[src/rtl/dm_load_ctrl_pkg.sv]
// Shared data-memory op encodings and load-controller FSM states.
// The store-side byte-enable logic and the load controller both import this.
package dm_load_ctrl_pkg;

    localparam logic [3:0] DM_SW  = 4'b0001;
    localparam logic [3:0] DM_SH  = 4'b0010;
    localparam logic [3:0] DM_SB  = 4'b0011;
    localparam logic [3:0] DM_LW  = 4'b0100;
    localparam logic [3:0] DM_LH  = 4'b0101;
    localparam logic [3:0] DM_LHU = 4'b0110;
    localparam logic [3:0] DM_LB  = 4'b0111;
    localparam logic [3:0] DM_LBU = 4'b1000;

    typedef enum logic {
        ST_IDLE = 1'b0,
        ST_WAIT = 1'b1
    } state_t;

    function automatic logic is_load(input logic [3:0] op);
        return (op == DM_LW) || (op == DM_LH) || (op == DM_LHU) ||
               (op == DM_LB) || (op == DM_LBU);
    endfunction

    function automatic logic is_store(input logic [3:0] op);
        return (op == DM_SW) || (op == DM_SH) || (op == DM_SB);
    endfunction

    // Bytes are never misaligned; halves need addr[0]=0, words need addr[1:0]=0.
    function automatic logic is_misaligned(input logic [3:0] op, input logic [1:0] lo);
        return ((op == DM_LW) && (lo != 2'b00)) ||
               (((op == DM_LH) || (op == DM_LHU)) && lo[0]);
    endfunction

endpackage

[src/rtl/dm_load_ctrl_load_ext.sv]
// Selects the addressed byte/half of a bus word and sign- or zero-extends it.
module load_ext
    import dm_load_ctrl_pkg::*;
(
    input  logic [31:0] word,
    input  logic [1:0]  addr_lo,
    input  logic [3:0]  dmop,
    output logic [31:0] result
);

    logic [15:0] half;
    logic [7:0]  byte_v;

    assign half = addr_lo[1] ? word[31:16] : word[15:0];

    always_comb begin
        byte_v = word[7:0];
        case (addr_lo)
            2'd0:    byte_v = word[7:0];
            2'd1:    byte_v = word[15:8];
            2'd2:    byte_v = word[23:16];
            default: byte_v = word[31:24];
        endcase
    end

    always_comb begin
        result = word;
        case (dmop)
            DM_LH:   result = {{16{half[15]}}, half};
            DM_LHU:  result = {16'h0000, half};
            DM_LB:   result = {{24{byte_v[7]}}, byte_v};
            DM_LBU:  result = {24'h000000, byte_v};
            default: result = word;
        endcase
    end

endmodule

[src/rtl/dm_load_ctrl.sv]
// Data-memory load controller: issues one bus read per load, stalls the
// pipeline until ack or timeout, and returns the extracted/extended result.
module dm_load_ctrl
    import dm_load_ctrl_pkg::*;
#(
    parameter int TIMEOUT = 16
) (
    input  logic        clk,
    input  logic        reset,
    input  logic        start,
    input  logic [31:0] addr,
    input  logic [3:0]  DMOp,
    input  logic        req,
    output logic        m_rd_req,
    output logic [31:0] m_rd_addr,
    input  logic        m_rd_ack,
    input  logic [31:0] m_rd_data,
    output logic        busy,
    output logic        done,
    output logic [31:0] rdata,
    output logic        exc_adel
);

    localparam logic [7:0] CNT_LAST = 8'(TIMEOUT - 1);

    state_t      state, state_n;
    logic [7:0]  cnt;
    logic [1:0]  lat_lo;
    logic [3:0]  lat_op;
    logic [31:0] ext_res;
    logic        accept, misalign, ack_hit, to_hit;

    load_ext u_ext (
        .word    (m_rd_data),
        .addr_lo (lat_lo),
        .dmop    (lat_op),
        .result  (ext_res)
    );

    always_ff @(posedge clk or posedge reset) begin
        if (reset) state <= ST_IDLE;
        else       state <= state_n;
    end

    always_comb begin
        state_n  = state;
        accept   = 1'b0;
        misalign = 1'b0;
        ack_hit  = 1'b0;
        to_hit   = 1'b0;
        case (state)
            ST_IDLE: begin
                if (start && !req && is_load(DMOp)) begin
                    if (is_misaligned(DMOp, addr[1:0])) begin
                        misalign = 1'b1;
                    end else begin
                        accept  = 1'b1;
                        state_n = ST_WAIT;
                    end
                end
            end
            ST_WAIT: begin
                // Ack is checked first so it wins over a coincident timeout.
                if (m_rd_ack) begin
                    ack_hit = 1'b1;
                    state_n = ST_IDLE;
                end else if (cnt == CNT_LAST) begin
                    to_hit  = 1'b1;
                    state_n = ST_IDLE;
                end
            end
            default: state_n = ST_IDLE;
        endcase
    end

    always_ff @(posedge clk or posedge reset) begin
        if (reset) begin
            cnt       <= 8'd0;
            lat_lo    <= 2'd0;
            lat_op    <= 4'd0;
            m_rd_addr <= 32'd0;
            rdata     <= 32'd0;
            done      <= 1'b0;
            exc_adel  <= 1'b0;
        end else begin
            done     <= ack_hit;
            exc_adel <= misalign | to_hit;
            cnt      <= (state == ST_WAIT && state_n == ST_WAIT) ? cnt + 8'd1 : 8'd0;
            if (accept) begin
                lat_lo    <= addr[1:0];
                lat_op    <= DMOp;
                m_rd_addr <= {addr[31:2], 2'b00};
            end
            if (ack_hit) rdata <= ext_res;
        end
    end

    assign busy     = (state == ST_WAIT);
    assign m_rd_req = (state == ST_WAIT);

endmodule

[config.mk]
export PLATFORM = sky130hd
export DESIGN_NAME = dm_load_ctrl
export DESIGN_NICKNAME = d
export VERILOG_FILES = /design/src/rtl/dm_load_ctrl_pkg.sv /design/src/rtl/dm_load_ctrl_load_ext.sv /design/src/rtl/dm_load_ctrl.sv
export SDC_FILE = /design/constraint.sdc
export NUM_CORES = 1
export LEC_CHECK = 0
export CORE_ASPECT_RATIO = 0.8
export CORE_UTILIZATION = 57
export DETAILED_ROUTE_END_ITERATION = 8
export DONT_BUFFER_PORTS = 1
export PLACE_DENSITY = 0.75
export SLEW_MARGIN = 25
export SYNTH_ARGS = -nofsm -noshare
export SYNTH_HDL_FRONTEND = slang
export SYNTH_SLANG_ARGS = --single-unit
[constraint.sdc]
create_clock -name clk -period 2.54 [get_ports clk]
set_input_delay 0.381 -clock clk [delete_from_list [all_inputs] [get_ports clk]]
set_output_delay 0.381 -clock clk [all_outputs]
set_load 0.02 [all_outputs]
==> run summary <==
GRT Total Usage = 0.240
Required time worst endpoint = 2.77 ns
R2r endpoint = rdata[13]$_DFFE_PP0P_
Area grow syn2layout = 7.34%
Worst slew margin = 0.413
Critical path class = reg2reg
Critical Path Source = busy$_DFF_PP0_
Final nets = 402
Utilization after layout = 0.649
Routed wire length on met3 = 662 um
Setup TNS = 0 ns
Reg2reg setup slack = 0.49 ns
Worst hold start = m_rd_data[16]
Post-synth top area cell = dfrtp_1
Wire length on met1 = 3.33 mm
Status = finished, final reports clean
Seq cells post-synth = 79
Number of buffers created by CTS = 9
Drt first pass iters = 4
LEAKAGE = 1.65 nW
Clock buffer depth = 2
Die X = 91.5 um
DRC viols = 0
Post-synth EDFFs = 0
Initial Util = 0.604
RSZ-0062 raised after global routing = false
Max-Cap Viols = 0
Core Area = 6040 um^2
Final hold vios = 0
Clock latency at the later pin of the worst-skew pair = 0.36 ns
Clock Skew = 0.0124 ns
Crit end category = flop
Reg-to-reg startpoint = busy$_DFF_PP0_
Initial antenna violation count = 0
CTS tree = built
Syn avg cell area = 11.2 um^2
Yosys cell types = 38
WHS Path Cells = 2
Aggregate global routing overflow = 0
Antenna-violating nets left = 0
Most used DFF post-synth = dfrtp_1
HP Class = in2reg
Placer congestion estimate = 0.834
Die area = 6730 um^2
Vias post-DR = 2491
Slew @ Worst Pin = 0.875 ns
Port buffer count = 0
Vias in the first global route = 2413
Mapped cell area = 3650 um^2
Worst Hold End = rdata[16]$_DFFE_PP0P_
Post-Synthesis Cells = 326
Slew Limit Fails = 0
# setup viols final = 0
Synth top cells by count = 79 x dfrtp_1, 36 x nor2_1, 33 x mux2_2, 26 x a21oi_1, 24 x nand2_1
PD cells = 1050 nW/um^2
Largest net degree at the start of global routing = 49
VDD IR max = 0.539 mV
R2R depth = 5
Sequential area share after synthesis = 0.542
H-tree depth = 3
DR iter-0 viols = 98
Drt wl/cell = 19.3 um
Worst setup SP type = flop
Antenna cell count = 0
Fin crit share = 0.806
Synth warn = 0
Root buf cell = clkbuf_8
Clock-pin transition on the worst setup and hold timing paths = 0.09 ns
Top-area cell type share of the netlist area = 0.542
Fmax = 0.489 GHz
CP max FO = 33
Fraction of registers with async set/reset = 1.00
IO Count = 141
First-pass GRT wire length = 12.1 mm
Top-count cell post-synth = dfrtp_1
Final Critical Period = 2.05 ns
Drt total wl = 7.99 mm
Met2 WL post-DR = 3.87 mm
Post-DP HPWL = 5.67 mm
Largest cells by area after synthesis = dfrtp_1 54%, mux2_2 10%, mux2i_1 4.4%, nor2_1 3.7%, a21oi_1 3.6%
Arr. time, crit path = 2.28 ns
Vias/cell = 6.02
Top Metal Used = met4
Share of cells above drive strength 1 = 0.210
Clock tree sinks = 79
Die height = 73.6 um
# rows = 25
## cell families after synthesis
kind of cell             after synthesis  share of synthesized area
multiplexers                          50                      0.149
AND/OR/NAND/NOR                      108                      0.155
other                                  1                    0.00103
XOR/XNOR                               7                     0.0168
flip-flops                            79                      0.542
AO/OA/AOI/OAI                         56                      0.102
buffers and inverters                 24                     0.0315
adder cells (fa/ha/maj)                1                    0.00343
## where the power goes
| group | total (mW) | internal (mW) | switching, mW |
|---|---|---|---|
| clock | 0.846 | 0.362 | 0.483 |
| combinational | 0.862 | 0.386 | 0.476 |
| sequential | 2.39 | 1.64 | 0.747 |
| total | 4.10 | 2.39 | 1.71 |
## per-stage QoR
| stage | setup slack (ns) | std cells | power [mW] | hold WS (ns) | cell area, um^2 |
|---|---|---|---|---|---|
| after floorplan | 0.136 | 327 | 3.04 | 0.433 | 3650 |
| after global placement | 0.697 | 397 | 3.23 | 0.340 | 3730 |
| after detailed placement | 0.660 | 397 | 3.27 | 0.331 | 3730 |
| after CTS | 0.661 | 414 | 4.12 | 0.131 | 3920 |
| after global routing | 0.197 | 414 | 4.30 | 0.131 | 3920 |
| final | 0.493 | 414 | 4.10 | 0.143 | 3920 |
## per-layer routing
metal  global-route usage  vias to the layer above
met2                0.384                      103
li1                     -                     1149
met3               0.0942                       14
met1                0.302                     1225
met4               0.0794                        0
met5                    0                        -
## placed cells by master (no fill, tap or decap), types with 7 or more instances in the layout
cell type / instances
dfrtp_1: 79
mux2_2: 33
nor3_1: 7
nor3_2: 7
clkbuf_8: 9
nor2_1: 36
o221a_1: 7
a21oi_1: 26
o21ai_0: 13
or3_1: 17
mux2i_1: 16
nand2_1: 24
## how the worst max path moves through the flow
stage / end / cells after the start / slack, ns
CTS: lat_op[1]$_DFFE_PP0P_ / 4 / 0.66
detailed placement: rdata[6]$_DFFE_PP0P_ / 5 / 0.66
global route: rdata[13]$_DFFE_PP0P_ / 5 / 0.20
finish: rdata[13]$_DFFE_PP0P_ / 5 / 0.49
global placement: m_rd_addr[20]$_DFFE_PP0P_ / 4 / 0.70
floorplan: busy$_DFF_PP0_ / 1 / 0.14
## registers in the layout, summed over array words and instances, names as in the netlist
register and count:
done 1, m_rd_addr 30, cnt 8, lat_lo 2
exc_adel 1, lat_op 4, busy 1, rdata 32
## worst max-delay path, stage by stage, from the launching register on
cell      delay, ns
dfrtp_1        0.39
buf_4          0.19
nand2_1        0.12
clkinv_1       0.69
o21ai_0        0.46
a21oi_1        0.07
## final cells by class
| type | count | area, um^2 |
|---|---|---|
| clock buffer | 9 | 124 |
| clock inverter | 7 | 55.1 |
| fill | 488 | 2120 |
| inverter | 6 | 23.8 |
| multi-input combinational | 224 | 1560 |
| sequential | 79 | 1980 |
| tap | 81 | 101 |
| timing repair buffer | 8 | 75.1 |
## timing repair
| item | 4_1_cts | 5_1_grt |
|---|---|---|
| hold endpoints to repair | 31 | 0 |
| hold buffers | 1 | 0 |
| resized for setup | 0 | 0 |
| buffers inserted | 0 | 0 |
(Power assumes the default switching activity.)
